File: src/rtl/rail_seq_ctrl.sv
// Five-rail power sequencer: ramps rails up in order with power-good timeouts,
// ramps them down in reverse, and latches the first failing rail on any fault.
module rail_seq_ctrl #(
  parameter int unsigned PG_TIMEOUT_MS = 100,
  parameter int unsigned STEP_DLY_MS   = 2
) (
  input  logic       clk,
  input  logic       rst_n,
  input  logic       cnt1ms_done,
  input  logic       pwr_req,
  input  logic [4:0] rail_pg,
  output logic [4:0] rail_en,
  output logic       all_pwrgd,
  output logic       fault,
  output logic [2:0] fault_step,
  output logic [2:0] seq_state
);

  typedef enum logic [2:0] {
    ST_OFF    = 3'd0,
    ST_SEQ_UP = 3'd1,
    ST_ON     = 3'd2,
    ST_SEQ_DN = 3'd3,
    ST_FAULT  = 3'd4
  } state_e;

  localparam logic [7:0] PgTimeout = 8'(PG_TIMEOUT_MS);
  localparam logic [7:0] StepDly   = 8'(STEP_DLY_MS);
  localparam logic [2:0] LastStep  = 3'd4;

  state_e     state_q, state_d;
  logic [2:0] step_q, step_d;
  logic [7:0] cnt_q, cnt_d;
  logic       dly_phase_q, dly_phase_d;
  logic [4:0] rail_en_q, rail_en_d;
  logic       all_pwrgd_q, all_pwrgd_d;
  logic       fault_q, fault_d;
  logic [2:0] fault_step_q, fault_step_d;

  logic [7:0] cnt_inc;
  logic [4:0] step_onehot;
  logic [4:0] step_next_onehot;
  logic [4:0] below_mask;
  logic [4:0] up_mask;
  logic [4:0] up_bad;
  logic [4:0] on_bad;
  logic       pg_cur;
  logic       fault_hit;
  logic [2:0] fault_idx;

  function automatic logic [2:0] lowest_set(input logic [4:0] v);
    logic [2:0] r;
    r = 3'd0;
    for (int i = 4; i >= 0; i--) begin
      if (v[i]) r = 3'(i);
    end
    return r;
  endfunction

  function automatic logic [4:0] clear_highest(input logic [4:0] v);
    logic [4:0] r;
    logic       found;
    r     = v;
    found = 1'b0;
    for (int i = 4; i >= 0; i--) begin
      if (!found && v[i]) begin
        r[i]  = 1'b0;
        found = 1'b1;
      end
    end
    return r;
  endfunction

  assign cnt_inc          = (cnt_q == 8'hFF) ? 8'hFF : cnt_q + 8'd1;
  assign step_onehot      = 5'd1 << step_q;
  assign step_next_onehot = 5'd1 << (step_q + 3'd1);
  assign below_mask       = step_onehot - 5'd1;
  assign pg_cur           = (rail_pg & step_onehot) != 5'd0;

  // The rail being waited on only counts as failed once it has reported good.
  assign up_mask = below_mask | (dly_phase_q ? step_onehot : 5'd0);
  assign up_bad  = ~rail_pg & up_mask;
  assign on_bad  = ~rail_pg;

  always_comb begin
    fault_hit = 1'b0;
    fault_idx = 3'd0;
    case (state_q)
      ST_SEQ_UP: begin
        if (up_bad != 5'd0) begin
          fault_hit = 1'b1;
          fault_idx = lowest_set(up_bad);
        end else if (!dly_phase_q && !pg_cur && cnt1ms_done && (cnt_inc >= PgTimeout)) begin
          fault_hit = 1'b1;
          fault_idx = step_q;
        end
      end
      ST_ON: begin
        if (on_bad != 5'd0) begin
          fault_hit = 1'b1;
          fault_idx = lowest_set(on_bad);
        end
      end
      default: begin
        fault_hit = 1'b0;
        fault_idx = 3'd0;
      end
    endcase
  end

  always_comb begin
    state_d      = state_q;
    step_d       = step_q;
    cnt_d        = cnt_q;
    dly_phase_d  = dly_phase_q;
    rail_en_d    = rail_en_q;
    all_pwrgd_d  = all_pwrgd_q;
    fault_d      = fault_q;
    fault_step_d = fault_step_q;

    if (fault_hit) begin
      state_d      = ST_FAULT;
      rail_en_d    = 5'd0;
      all_pwrgd_d  = 1'b0;
      fault_d      = 1'b1;
      fault_step_d = fault_idx;
      cnt_d        = 8'd0;
      dly_phase_d  = 1'b0;
    end else begin
      case (state_q)
        ST_OFF: begin
          rail_en_d   = 5'd0;
          all_pwrgd_d = 1'b0;
          fault_d     = 1'b0;
          step_d      = 3'd0;
          cnt_d       = 8'd0;
          dly_phase_d = 1'b0;
          if (pwr_req) begin
            state_d   = ST_SEQ_UP;
            rail_en_d = 5'b00001;
          end
        end

        ST_SEQ_UP: begin
          if (!pwr_req) begin
            state_d     = ST_SEQ_DN;
            rail_en_d   = clear_highest(rail_en_q);
            all_pwrgd_d = 1'b0;
            cnt_d       = 8'd0;
            dly_phase_d = 1'b0;
          end else if (!dly_phase_q) begin
            if (pg_cur) begin
              dly_phase_d = 1'b1;
              cnt_d       = 8'd0;
            end else if (cnt1ms_done) begin
              cnt_d = cnt_inc;
            end
          end else if (cnt1ms_done) begin
            if (cnt_inc >= StepDly) begin
              cnt_d       = 8'd0;
              dly_phase_d = 1'b0;
              if (step_q == LastStep) begin
                state_d     = ST_ON;
                rail_en_d   = 5'h1F;
                all_pwrgd_d = 1'b1;
              end else begin
                step_d    = step_q + 3'd1;
                rail_en_d = rail_en_q | step_next_onehot;
              end
            end else begin
              cnt_d = cnt_inc;
            end
          end
        end

        ST_ON: begin
          rail_en_d   = 5'h1F;
          all_pwrgd_d = 1'b1;
          if (!pwr_req) begin
            state_d     = ST_SEQ_DN;
            rail_en_d   = clear_highest(rail_en_q);
            all_pwrgd_d = 1'b0;
            cnt_d       = 8'd0;
          end
        end

        // Power-down always runs to completion; a new request is seen from OFF.
        ST_SEQ_DN: begin
          all_pwrgd_d = 1'b0;
          if (rail_en_q == 5'd0) begin
            state_d     = ST_OFF;
            step_d      = 3'd0;
            cnt_d       = 8'd0;
            dly_phase_d = 1'b0;
          end else if (cnt1ms_done) begin
            if (cnt_inc >= StepDly) begin
              rail_en_d = clear_highest(rail_en_q);
              cnt_d     = 8'd0;
            end else begin
              cnt_d = cnt_inc;
            end
          end
        end

        ST_FAULT: begin
          rail_en_d   = 5'd0;
          all_pwrgd_d = 1'b0;
          fault_d     = 1'b1;
          if (!pwr_req) begin
            state_d     = ST_OFF;
            fault_d     = 1'b0;
            step_d      = 3'd0;
            cnt_d       = 8'd0;
            dly_phase_d = 1'b0;
          end
        end

        default: begin
          state_d     = ST_OFF;
          rail_en_d   = 5'd0;
          all_pwrgd_d = 1'b0;
          fault_d     = 1'b0;
          step_d      = 3'd0;
          cnt_d       = 8'd0;
          dly_phase_d = 1'b0;
        end
      endcase
    end
  end

  always_ff @(posedge clk or negedge rst_n) begin
    if (!rst_n) begin
      state_q      <= ST_OFF;
      step_q       <= 3'd0;
      cnt_q        <= 8'd0;
      dly_phase_q  <= 1'b0;
      rail_en_q    <= 5'd0;
      all_pwrgd_q  <= 1'b0;
      fault_q      <= 1'b0;
      fault_step_q <= 3'd0;
    end else begin
      state_q      <= state_d;
      step_q       <= step_d;
      cnt_q        <= cnt_d;
      dly_phase_q  <= dly_phase_d;
      rail_en_q    <= rail_en_d;
      all_pwrgd_q  <= all_pwrgd_d;
      fault_q      <= fault_d;
      fault_step_q <= fault_step_d;
    end
  end

  assign rail_en    = rail_en_q;
  assign all_pwrgd  = all_pwrgd_q;
  assign fault      = fault_q;
  assign fault_step = fault_step_q;
  assign seq_state  = state_q;

endmodule

File: config.mk
export PLATFORM = sky130hd
export DESIGN_NAME = rail_seq_ctrl
export DESIGN_NICKNAME = d
export VERILOG_FILES = /design/src/rtl/rail_seq_ctrl.sv
export SDC_FILE = /design/constraint.sdc
export NUM_CORES = 1
export LEC_CHECK = 0
export BUFFER_PORTS_ARGS = -buffer_cell sky130_fd_sc_hd__buf_2
export CORE_MARGIN = 4
export CORE_UTILIZATION = 40
export DETAILED_ROUTE_END_ITERATION = 10
export GPL_TIMING_DRIVEN = 0
export HOLD_SLACK_MARGIN = 0.1
export PLACE_DENSITY_LB_ADDON = 0.15
export SYNTH_ARGS = -nofsm -noshare
export SYNTH_HDL_FRONTEND = slang
export SYNTH_SLANG_ARGS = --single-unit
File: constraint.sdc
create_clock -name clk -period 3.3 [get_ports clk]
set_input_delay 0.33 -clock clk [delete_from_list [all_inputs] [get_ports clk]]
set_output_delay 0.33 -clock clk [all_outputs]
set_load 0.05 [all_outputs]
* Word-level counts from Yosys, hierarchy flattened
Cells that the tools add are included.
Storage, ports and cells: bits in registers 25, output and inout bits 13, word-level logic and storage cells 255
Operators by class: add/subtract/negate cells 3, order comparisons 2, equal/unequal tests 40, shifts and indexed selects 2, multiplexer cells 143, bitwise logic cells 7, reductions and logical operators 46
Operator list (number):
- 1-bit 2-to-1 mux | 85
- 3-bit 2-to-1 mux | 28
- 8-bit 2-to-1 mux | 10
- 5-bit 2-to-1 mux | 11
- 4-bit inequality test (second input constant) | 12
- 9-bit AND reduction | 5
- 3-bit inequality test (second input constant) | 11
- 8-bit case mux with 3 select lines | 1
- 5-bit case mux with 4 select lines | 1
- 2-bit inequality test (second input constant) | 8
- 1-bit logical AND | 15
- 3-bit case mux with 5 select lines | 1
- 5-bit nonzero test | 3
- 1-bit logical NOT | 14
- 3-bit case mux with 4 select lines | 1
- 5-bit AND | 2
- 5-bit OR | 2
- 1-bit by 3-bit << shifter with 5-bit output (first input constant) | 2
- 8-bit by 1-bit adder with 8-bit output (second input constant) | 1
- 8-bit == test (second input constant) | 1
- 8-bit by 2-bit >= comparator with 1-bit output (second input constant) | 1
- 8-bit by 7-bit >= comparator with 1-bit output (second input constant) | 1
- 8-bit AND reduction | 1
- 3-bit by 2-bit == test with 1-bit output (second input constant) | 2
- 20 further kinds | 24

* Longest topological paths before layout
depth in word-level cells 43, gate-level depth with buffers 12, depth with buffers taken out 11

* Worst setup path before layout
OpenSTA, ideal clock, no wires.
path type flip-flop to flip-flop, from register step_q[0], to register step_q[0], library setup time 0.125 ns, arrival time 2.475 ns, data required time 3.175 ns, path slack 0.700 ns, cell stages (with the launch flop) 12, path buffers 0, period minus slack after synthesis 2.600 ns, path through dfrtp_1 > inv_1 > ha_1 > nand2_1 > ha_1 > inv_1 > nor4_2 > or4_4 > a31o_2 > and3_4 > nand3b_4 > mux2_4
Between the ends: word-level cells in the longest chain between the ends 12, elaborated cells on any way between the ends 26
RTL lines:
- from (decl) | RTL line 32 | logic [2:0] step_q, step_d;
- from (signal assigned) | RTL line 243 | step_q <= step_d;
- branches (longest 12 deep; another with 5-bit by 1-bit subtractor with 5-bit output)
Parallel ways; which one is timed is not known. The select of a mux whose other input is x is not followed. A chain may end at the register's enable or synchronous reset.

* Final worst setup path
from register step_q[1], to register step_q[0]
Between the ends: word-level cells in the longest chain between the ends 12, elaborated cells on any way between the ends 19
RTL lines:
- branches (longest 11 deep; another with 5-bit by 1-bit subtractor with 5-bit output)
- 9-bit AND reduction (no source line) *
Every way passes the cells marked *.

==> impl_metrics.json <==
{
  "cts_root_buf": "clkbuf_8",
  "final_cell_mix": "37 x nand2_1, 30 x nor2_1, 25 x buf_2, 25 x dfrtp_1, 21 x a21oi_1",
  "setup_viol": 0,
  "netlist_top_cells_area": "dfrtp_1 28%, nand2_1 6.2%, nor2_1 5.0%",
  "placed_area_um2": 2447,
  "final_common_cell": "nand2_1",
  "setup_tns_ps": 0,
  "synth-xor-area-share_pct": 0.3889,
  "clock_latency_ps": 280,
  "hold_viol_final": 0,
  "route.vias.total": 2263,
  "gp_congestion": 0.9275,
  "die_area_um2": 6895,
  "cp_max_fo": 7,
  "synth_nets": 302,
  "synth_top_area_cell": "dfrtp_1",
  "min_period_over_period_pct": 88.33,
  "grt.overflow.total": 0,
  "drv_cap": 0,
  "synth_edf_count": 0,
  "clkTransAtPathRegs_ps": 100,
  "area_delta_synth_final_pct": 11.11,
  "start_util_pct": 41.15,
  "synth_top_family_by_area": "simple AND/OR/NAND/NOR gates",
  "grt_setup_unrepaired": "no",
  "dp_cells": 378,
  "fmax_ghz": 0.3431,
  "maxSlewHeadroom_pct": 46.10,
  "firstDrtPassIters": 5,
  "final_cell_count_no_fill": 383,
  "synthMuxAreaShare_pct": 2.722,
  "power_density_nw_per_um2": 811.7,
  "post-route-min-period_ps": 2915,
  "drtIter0Drc": 226,
  "postLayoutCellArea_um2": 2502,
  "synth_adder_area_share_pct": 4.444,
  "crit_path_end_kind": "flop",
  "ys_seq_area_share_pct": 27.78,
  "wl_mm": 6.176,
  "clockBufferDepth": 2,
  "worstPathRequired_ps": 3470,
  "wl_per_cell_um": 16.13,
  "crit_type": "flop to flop",
  "reg2regPathDepth": 11,
  "core_area_um2": 5473,
  "die_h_um": 83.04,
  "drive_above_1_share_pct": 18.01,
  "cp-start-kind": "flop",
  "final_nets": 329,
  "diodes": 0,
  "pre_cts_slack_ps": 420.2,
  "async_reset_ff_share_pct": 100.0,
  "synth_compound_area_share_pct": 27.11,
  "slew_viol_final": 0,
  "syn_area_per_cell_um2": 7.902,
  "portBuffers": 21,
  "synth_top_area_share_pct": 27.78,
  "cts_buffers": 3,
  "htreeDepth": 1,
  "vdd_drop_max_uv": 394.7,
  "via_per_inst": 5.909,
  "clock_skew_ps": 5.059,
  "grt_pass1_wl_mm": 10.43,
  "netlist_instances": 285,
  "synth-seq-cells": 25,
  "setup_slack_ps": 385.0,
  "crit_arrival_ps": 3090,
  "synth.distinct_cells": 71,
  "antenna_found_initial": 0,
  "yosysWarnings": 0,
  "cts_tree": "done",
  "rows": 27,
  "hold_class": "input pin to flop",
  "hold_depth": 3,
  "ys_dominant_reg_cell": "dfrtp_1",
  "clock_sinks": 25,
  "die_w_um": 83.04,
  "status": "complete, no violations",
  "grt_max_degree": 26,
  "ios": 22,
  "yosys.area_share.simple_pct": 32.28,
  "grtUsageTotal_pct": 18.02,
  "hpwl_mm": 4.596,
  "drcViolationCount": 0,
  "cts_setup_buffers": 0,
  "tightest_slew_ps": 800.1,
  "netlist_area_um2": 2252,
  "ant_nets": 0,
  "grt_pass1_vias": 2072,
  "p_leak_nw": 1.099
}
## metrics by stage
step | hold slack, ps | total power [mW] | utilization (%)
3_5_place_dp | 386.3 | 1.832 | 44.72
2_1_floorplan | 34.41 | 1.504 | -
6_report | 413.5 | 2.031 | 45.72
5_1_grt | 437.6 | 2.193 | 45.72
4_1_cts | 404.2 | 2.041 | 45.72
3_3_place_gp | 378.2 | 1.832 | 44.72
## logic make-up (layout without fill, tap and decap cells)
group                      Yosys count  in the layout
AOI/OAI and AO/OA                   87             87
adders and majority gates            8              8
muxes                                5              5
buffers and inverters               26             52
xor gates and xnor gates             1              1
DFF                                 25             25
and+or+nand+nor                    133            133
## cell usage after synthesis, drive strengths merged (4+ instances only)
library cell and instances:
a21oi 22, a31oi 4, and2 4, and3 5, buf 6, clkbuf 7, dfrtp 25, ha 8
inv 13, nand2 37, nand2b 8, nand3 7, nand3b 6, nand4 5, nor2 30, nor2b 4
nor3 10, nor4 5, o21ai 21, o31ai 5
## routing by layer
| layer | GRT usage (%) | wire, µm |
|---|---|---|
| met3 | 3.175 | 306 |
| met2 | 27.48 | 2833 |
| met1 | 26.29 | 3006 |
| met4 | 4.309 | 29 |
| met5 | 0 | 0 |
## sequential cells by signal (all words and copies together) (netlist names)
name and count:
cnt_q 8, rail_en 5, fault_step 3, seq_state 3, step_q 3, all_pwrgd 1
dly_phase_q 1, fault 1
## worst paths after layout
path,endpoint,from,slack (ps)
worst max register to register,step_q[0],step_q[1],390
min in group asynchronous,fault_step[1],rst_n,590
worst max-delay path,step_q[0],step_q[1],390
max in group asynchronous,dly_phase_q,rst_n,2310
worst min register to register,fault_step[1],fault_step[1],510
worst min-delay path,fault_step[1],rail_pg[1],410
## cell type report
cell class	count	area, µm²
clock buffer	4	45.04
multi-input combinational	234	1508
timing repair buffer	22	115.1
inverter	13	48.80
fill	560	2970
tap	72	90.09
buffer	13	70.07
sequential	25	625.6
## repair_timing
item | 4_1_cts | 5_1_grt
endpoints found under the setup margin | 0 | 0
gates resized for setup | 0 | 0
hold buffers | 1 | 0
endpoints found under the hold margin | 25 | 0
## critical path, cell delays in order (launching register included)
cell and delay, ps:
dfrtp_1 420, inv_1 150, ha_1 330, nand2_1 90, ha_1 240, inv_1 120
nor4_2 70, or4_4 530, a31o_2 250, and3_4 200, nand3b_4 110, mux2_4 310
## power breakdown
group	switching, mW	internal (mW)
Clock	0.109	0.0867
Combinational	0.901	0.482
Sequential	0.0720	0.381
Total	1.08	0.949
(Power assumes the default switching activity.)
